===== src/rtl/ym_phase_slot_seq.sv =====
// Slot/phase timing sequencer: splits MCLK into non-overlapping c1/c2 enables,
// counts slots and frames, and emits the debug-chain load strobe and resync.
module ym_phase_slot_seq #(
  parameter int PRESCALE    = 6,
  parameter int SLOT_COUNT  = 24,
  parameter int SLOT_WIDTH  = 5,
  parameter int FRAME_WIDTH = 8
) (
  input  logic                   MCLK,
  input  logic                   rst,
  input  logic                   en,
  input  logic                   resync,
  output logic                   c1,
  output logic                   c2,
  output logic [SLOT_WIDTH-1:0]  slot,
  output logic [FRAME_WIDTH-1:0] frame,
  output logic                   slot_zero,
  output logic                   dbg_load,
  output logic                   resync_pend
);

  localparam int PW = (PRESCALE > 1) ? $clog2(PRESCALE) : 1;
  localparam logic [PW-1:0]         P_LAST    = PW'(PRESCALE - 1);
  localparam logic [PW-1:0]         P_HALF    = PW'(PRESCALE / 2);
  localparam logic [SLOT_WIDTH-1:0] SLOT_LAST = SLOT_WIDTH'(SLOT_COUNT - 1);

  logic [PW-1:0]          pcnt_q, pcnt_d;
  logic                   c1_q, c1_d;
  logic                   c2_q, c2_d;
  logic [SLOT_WIDTH-1:0]  slot_q, slot_d;
  logic [FRAME_WIDTH-1:0] frame_q, frame_d;
  logic                   sz_q, sz_d;
  logic                   dbg_q, dbg_d;
  logic                   pend_q, pend_d;
  logic                   boundary;
  logic                   go;

  // A boundary only exists on an enabled edge; a frozen pcnt at P_LAST is not one.
  assign boundary = en && (pcnt_q == P_LAST);
  assign go       = resync | pend_q;

  always_comb begin
    pcnt_d  = pcnt_q;
    c1_d    = 1'b0;
    c2_d    = 1'b0;
    dbg_d   = 1'b0;
    slot_d  = slot_q;
    frame_d = frame_q;
    pend_d  = pend_q | resync;

    if (en) begin
      pcnt_d = boundary ? '0 : pcnt_q + PW'(1);
      c1_d   = (pcnt_q == '0);
      c2_d   = (pcnt_q == P_HALF);
      dbg_d  = (pcnt_q == '0) && (slot_q == '0);
    end

    if (boundary) begin
      pend_d = 1'b0;
      if (go) begin
        slot_d  = '0;
        frame_d = '0;
      end else if (slot_q == SLOT_LAST) begin
        slot_d  = '0;
        frame_d = frame_q + FRAME_WIDTH'(1);
      end else begin
        slot_d  = slot_q + SLOT_WIDTH'(1);
      end
    end

    sz_d = (slot_d == '0);
  end

  always_ff @(posedge MCLK) begin
    if (!rst) begin
      pcnt_q  <= '0;
      c1_q    <= 1'b0;
      c2_q    <= 1'b0;
      slot_q  <= '0;
      frame_q <= '0;
      sz_q    <= 1'b1;
      dbg_q   <= 1'b0;
      pend_q  <= 1'b0;
    end else begin
      pcnt_q  <= pcnt_d;
      c1_q    <= c1_d;
      c2_q    <= c2_d;
      slot_q  <= slot_d;
      frame_q <= frame_d;
      sz_q    <= sz_d;
      dbg_q   <= dbg_d;
      pend_q  <= pend_d;
    end
  end

  assign c1          = c1_q;
  assign c2          = c2_q;
  assign slot        = slot_q;
  assign frame       = frame_q;
  assign slot_zero   = sz_q;
  assign dbg_load    = dbg_q;
  assign resync_pend = pend_q;

endmodule


===== config.mk =====
export PLATFORM = sky130hd
export DESIGN_NAME = ym_phase_slot_seq
export DESIGN_NICKNAME = d
export VERILOG_FILES = /design/src/rtl/ym_phase_slot_seq.sv
export SDC_FILE = /design/constraint.sdc
export NUM_CORES = 1
export LEC_CHECK = 0
export CAP_MARGIN = 25
export CORE_MARGIN = 4
export CORE_UTILIZATION = 35
export DETAILED_ROUTE_END_ITERATION = 7
export DONT_BUFFER_PORTS = 1
export SYNTH_ARGS = -nofsm -noshare
export SYNTH_HDL_FRONTEND = slang
export SYNTH_SLANG_ARGS = --single-unit

===== constraint.sdc =====
create_clock -name MCLK -period 1.9 [get_ports MCLK]
set_input_delay 0.095 -clock MCLK [delete_from_list [all_inputs] [get_ports MCLK]]
set_output_delay 0.095 -clock MCLK [all_outputs]
set_load 0.05 [all_outputs]

* Word level (Yosys, flattened, before mapping)
Cells that the tools add are included.
Word-level totals: bits in registers 21, input port bits 4, output and inout port bits 18, word-level logic and storage cells 31
Operators by class: add/sub/neg operators 3, equality and inequality tests 3, mux-type cells 6, bitwise gates (word level) 2, reduce and logical (&&, ||, !) cells 9
Operators by type and width (count):
- two-way mux 8 bit | 2
- two-way mux 5 bit | 3
- logical NOT 5 bit | 2
- adder 8 x 1 -> 8 bit, second input constant | 1
- adder 5 x 1 -> 5 bit, second input constant | 1
- equality test 5 bit, second input constant | 1
- AND reduction 2 bit | 2
- adder 3 x 1 -> 3 bit, second input constant | 1
- equality test 3 x 2 -> 1 bit, second input constant | 1
- equality test 3 bit, second input constant | 1
- logical NOT 3 bit | 1
- two-way mux 3 bit | 1
- logical AND 1 bit | 2
- nonzero test 2 bit | 1
- OR reduction 2 bit | 1
- NOT 1 bit | 1
- OR 1 bit | 1

* Longest topological paths before layout
word-level depth 5, gate-level depth with buffers 7, depth with buffers taken out 6

* Worst setup path before layout
No wires, ideal clock.
kind register -> register, start point register slot_q[0] (netlist: slot[0]), end point register frame_q[7] (netlist: frame[7]), setup time 135 ps, arrival 1910 ps, data required time 1765 ps, path slack -145 ps, stages on the path, launching flop included 7, path buffers 1, period minus slack after synthesis 2045 ps, path through dfxtp_1 > ha_1 > buf_4 > nand4b_4 > a2111oi_4 > a31o_2 > a21oi_1
Between the ends: cells in the longest elaborated chain, start to end 3
RTL lines:
- start: declaration | RTL line 30 | logic [SLOT_WIDTH-1:0] slot_q, slot_d;
- start signal: assignment | RTL line 88 | slot_q <= slot_d;
- equality test 5 bit | RTL line 63 | end else if (slot_q == SLOT_LAST) begin
- nonzero test 2 bit (no line)
- AND reduction 2 bit (no line)
- end signal: assignment | RTL line 89 | frame_q <= frame_d;
- end: declaration | RTL line 31 | logic [FRAME_WIDTH-1:0] frame_q, frame_d;
No other way between the ends. A chain may end at the register's enable or synchronous reset.

* Worst setup path after layout
start point register pcnt_q[0], end point register frame_q[7] (netlist: frame[7])
Between the ends: cells in the longest elaborated chain, start to end 3
RTL lines:
- start: declaration | RTL line 27 | logic [PW-1:0] pcnt_q, pcnt_d;
- start signal: assignment | RTL line 85 | pcnt_q <= pcnt_d;
- equality test 3 bit | RTL line 39 | assign boundary = en && (pcnt_q == P_LAST);
- logical AND 1 bit | RTL line 39
- AND reduction 2 bit (no line)
No other way between the ends.

==> flow_summary.yaml <==
cts:
  cts_tree: "yes"
  clock_sinks: 21
  cts_root_buf: "clkbuf_4"
  cts_buffer_depth: 2
  cts_resized: 0
  path_clk_slew_ns: 0.12
  numCtsBuffers: 3
  h-tree-depth: 1
  clkLatencyLatePin_ns: 0.30
sta:
  finalCriticalPeriod_ns: 1.73
  fin_skew_ns: 0.00265
  setup_viol: 0
  maxSlewHeadroom_pct: 67.5
  maxSlewViolCount: 0
  hold_violations: 0
  finalSetupTns_ns: 0
  rsz0062_at_grt: "false"
  post-route-worst-setup-slack_ns: 0.171
  finalCritPeriodShare_pct: 91.0
  clock.fmax_ghz: 0.578
  worstMarginPinSlew_ns: 0.487
global_routing:
  grt_pass1_wl_mm: 4.06
  grt_usage_pct: 12.2
  antenna_found_initial: 0
  overflow: 0
  grt_pass1_vias: 890
  grt_max_degree: 16
setup_path:
  reg2reg_from: "pcnt_q[0]$_SDFFE_PN0P_"
  worst-r2r-setup-slack_ns: 0.17
  slowest_delay_ns: 0.41
  crit_cells: 5
  crit_buf_inv: 0
  crit_arrival_ns: 1.91
  worst_ep_required_time_ns: 2.08
  rr_endpoint: "frame[7]$_SDFFE_PN0P_"
  cp-end-kind: "register"
  cp_slowest_cell: "dfxtp_1"
  crit_family: "compound AO/OA/AOI/OAI gates"
  cp-start-kind: "register"
  reg2reg_depth: 5
  crit_type: "register to register"
  crit_fanout: 15
  crit_chain: "ha_1, nand3_2, a2111oi_4, a31o_2, a21oi_1"
synth:
  yosysUniqueCellTypes: 37
  syn_nets: 132
  synth_edf_count: 0
  synth_seq_cells: 21
  syn_inst: 121
  ys_seq_area_share_pct: 37.1
  synth-main-ff-cell: "dfxtp_1"
  async_flop_share_pct: 0
  synth_area_mm2: 0.00113
  ys_warn_count: 0
  syn_area_per_cell_um2: 9.36
route:
  drtAntennaViolNets: 0
  routedWlPerCell_um: 12.8
  firstDrtPassIters: 4
  totalWireLength_mm: 2.33
  vias: 892
  dr.first_iter.drc_count: 22
  drc_errors: 0
  via_per_inst: 4.90
cells_and_area:
  nNetsFinal: 150
  fillCellCount: 316
  final_common_cell: "dfxtp_1"
  utilization_pct: 42.9
  antenna_cells: 0
  area_growth_pct: 16.6
  drive_above_1_share_pct: 21.0
  layout_common_cells: "19 x dfxtp_1, 16 x buf_4, 11 x nor2_1"
power_and_ir_drop:
  ir_drop_uv: 197
  p_leak_uw: 0.000526
  power_density_mw_per_mm2: 567
  finalPower_uw: 748
  p_sw_uw: 191
  combinationalPowerShare_pct: 8.3
  pwr-share-clk_pct: 29.1
  p_int_uw: 557
  switching_share_pct: 25.5
  pwr-share-seq_pct: 62.6
flow_run:
  cap_violations: 0
floorplan:
  core_area_mm2: 0.00308
  io_pins: 22
  start_util_pct: 36.8
  chipWidth_um: 64.9
  fp.dieH_um: 64.9
  num_rows: 20
  dieArea_mm2: 0.00421
placement:
  numPortBuffers: 0
  place_congestion: 0.726
  place_ws_ns: 0.197
  hpwlAfterDp_mm: 1.75
worst_hold_path:
  hp-class: "primary input to register"
  whs_path_depth: 2
  hp-start: "en"
  hold_path_end: "pcnt_q[1]$_SDFFE_PN0P_"
outcome:
  status: "finished, final reports clean"
[cells by family (layout without fill, tap and decap cells)]
family	after synthesis	in the layout	synth area share (%)
AOI/OAI and AO/OA	23	23	16.7
xor gates and xnor gates	6	6	4.64
adders and majority gates	7	7	7.73
buffers and inverters	13	30	6.41
DFF	21	21	37.1
muxes	3	3	2.65
and+or+nand+nor	48	48	24.8
[through the flow]
| step | instance area, um2 | hold WS [ns] | instances |
|---|---|---|---|
| floorplan | 1130 | 0.248 | 121 |
| global placement | 1260 | 0.221 | 175 |
| detailed placement | 1260 | 0.223 | 175 |
| CTS | 1310 | 0.00954 | 181 |
| global route | 1320 | 0.0186 | 182 |
| finish | 1320 | 0.0245 | 182 |
[per-layer routing]
metal  global-route usage (%)  wire length (um)  vias up
li1                         -                 -      465
met1                     15.3              1100      402
met2                     20.3              1090       21
met3                     2.08               105        4
met4                     5.54                42        0
met5                        0                 0        -
[power groups by stage]
stage	Sequential, uW	Combinational (uW)	Clock (uW)
after floorplan	483	42.3	0
after global placement	478	51.7	0
after detailed placement	478	53.5	0
after CTS	469	61.8	226
after global routing	470	70.2	257
final	468	62.3	217
[state kept, by name, summed over array words and instances, names as in the netlist]
| register | flops |
|---|---|
| c1 | 1 |
| slot_zero | 1 |
| frame | 8 |
| dbg_load | 1 |
| c2 | 1 |
| slot | 5 |
| resync_pend | 1 |
| pcnt_q | 3 |
[worst max path at each step]
| stage | startpoint | end | slack, ns |
|---|---|---|---|
| 3_3_place_gp | pcnt_q[0]$_SDFFE_PN0P_ | frame[7]$_SDFFE_PN0P_ | 0.29 |
| 5_1_grt | pcnt_q[0]$_SDFFE_PN0P_ | frame[2]$_SDFFE_PN0P_ | 0.03 |
| 4_1_cts | pcnt_q[0]$_SDFFE_PN0P_ | frame[7]$_SDFFE_PN0P_ | 0.18 |
| 2_1_floorplan | slot[2]$_SDFF_PN0_ | frame[7]$_SDFFE_PN0P_ | 0.06 |
| 3_5_place_dp | pcnt_q[0]$_SDFFE_PN0P_ | frame[7]$_SDFFE_PN0P_ | 0.20 |
| 6_report | pcnt_q[0]$_SDFFE_PN0P_ | frame[7]$_SDFFE_PN0P_ | 0.17 |
[synth_stat cells, types with 3 or more instances]
| master | number | area share, % |
|---|---|---|
| ha_1 | 7 | 7.7 |
| o21ai_0 | 5 | 2.2 |
| a21oi_1 | 4 | 1.8 |
| mux2i_1 | 3 | 2.7 |
| a21boi_0 | 4 | 2.7 |
| nor2_1 | 11 | 3.6 |
| dfxtp_1 | 21 | 37 |
| nand4_1 | 5 | 2.8 |
| nand3_1 | 9 | 4.0 |
| inv_1 | 7 | 2.3 |
| a211oi_1 | 3 | 2.0 |
| nand2_1 | 6 | 2.0 |
| xnor2_1 | 6 | 4.6 |
[what timing repair did]
action | 4_1_cts | 5_1_grt
setup buffers | 0 | 0
endpoints found under the hold margin | 14 | 1
hold buffers | 2 | 1
[cell type report]
class,instances,area [um2],area share (%)
inverter,7,26.3,1.99
clock buffer,4,26.3,1.99
sequential,21,423,32.0
multi-input combinational,87,639,48.4
timing repair buffer,19,150,11.4
tap,44,55.1,4.17
No activity file was read; power rests on OpenSTA's default activity.
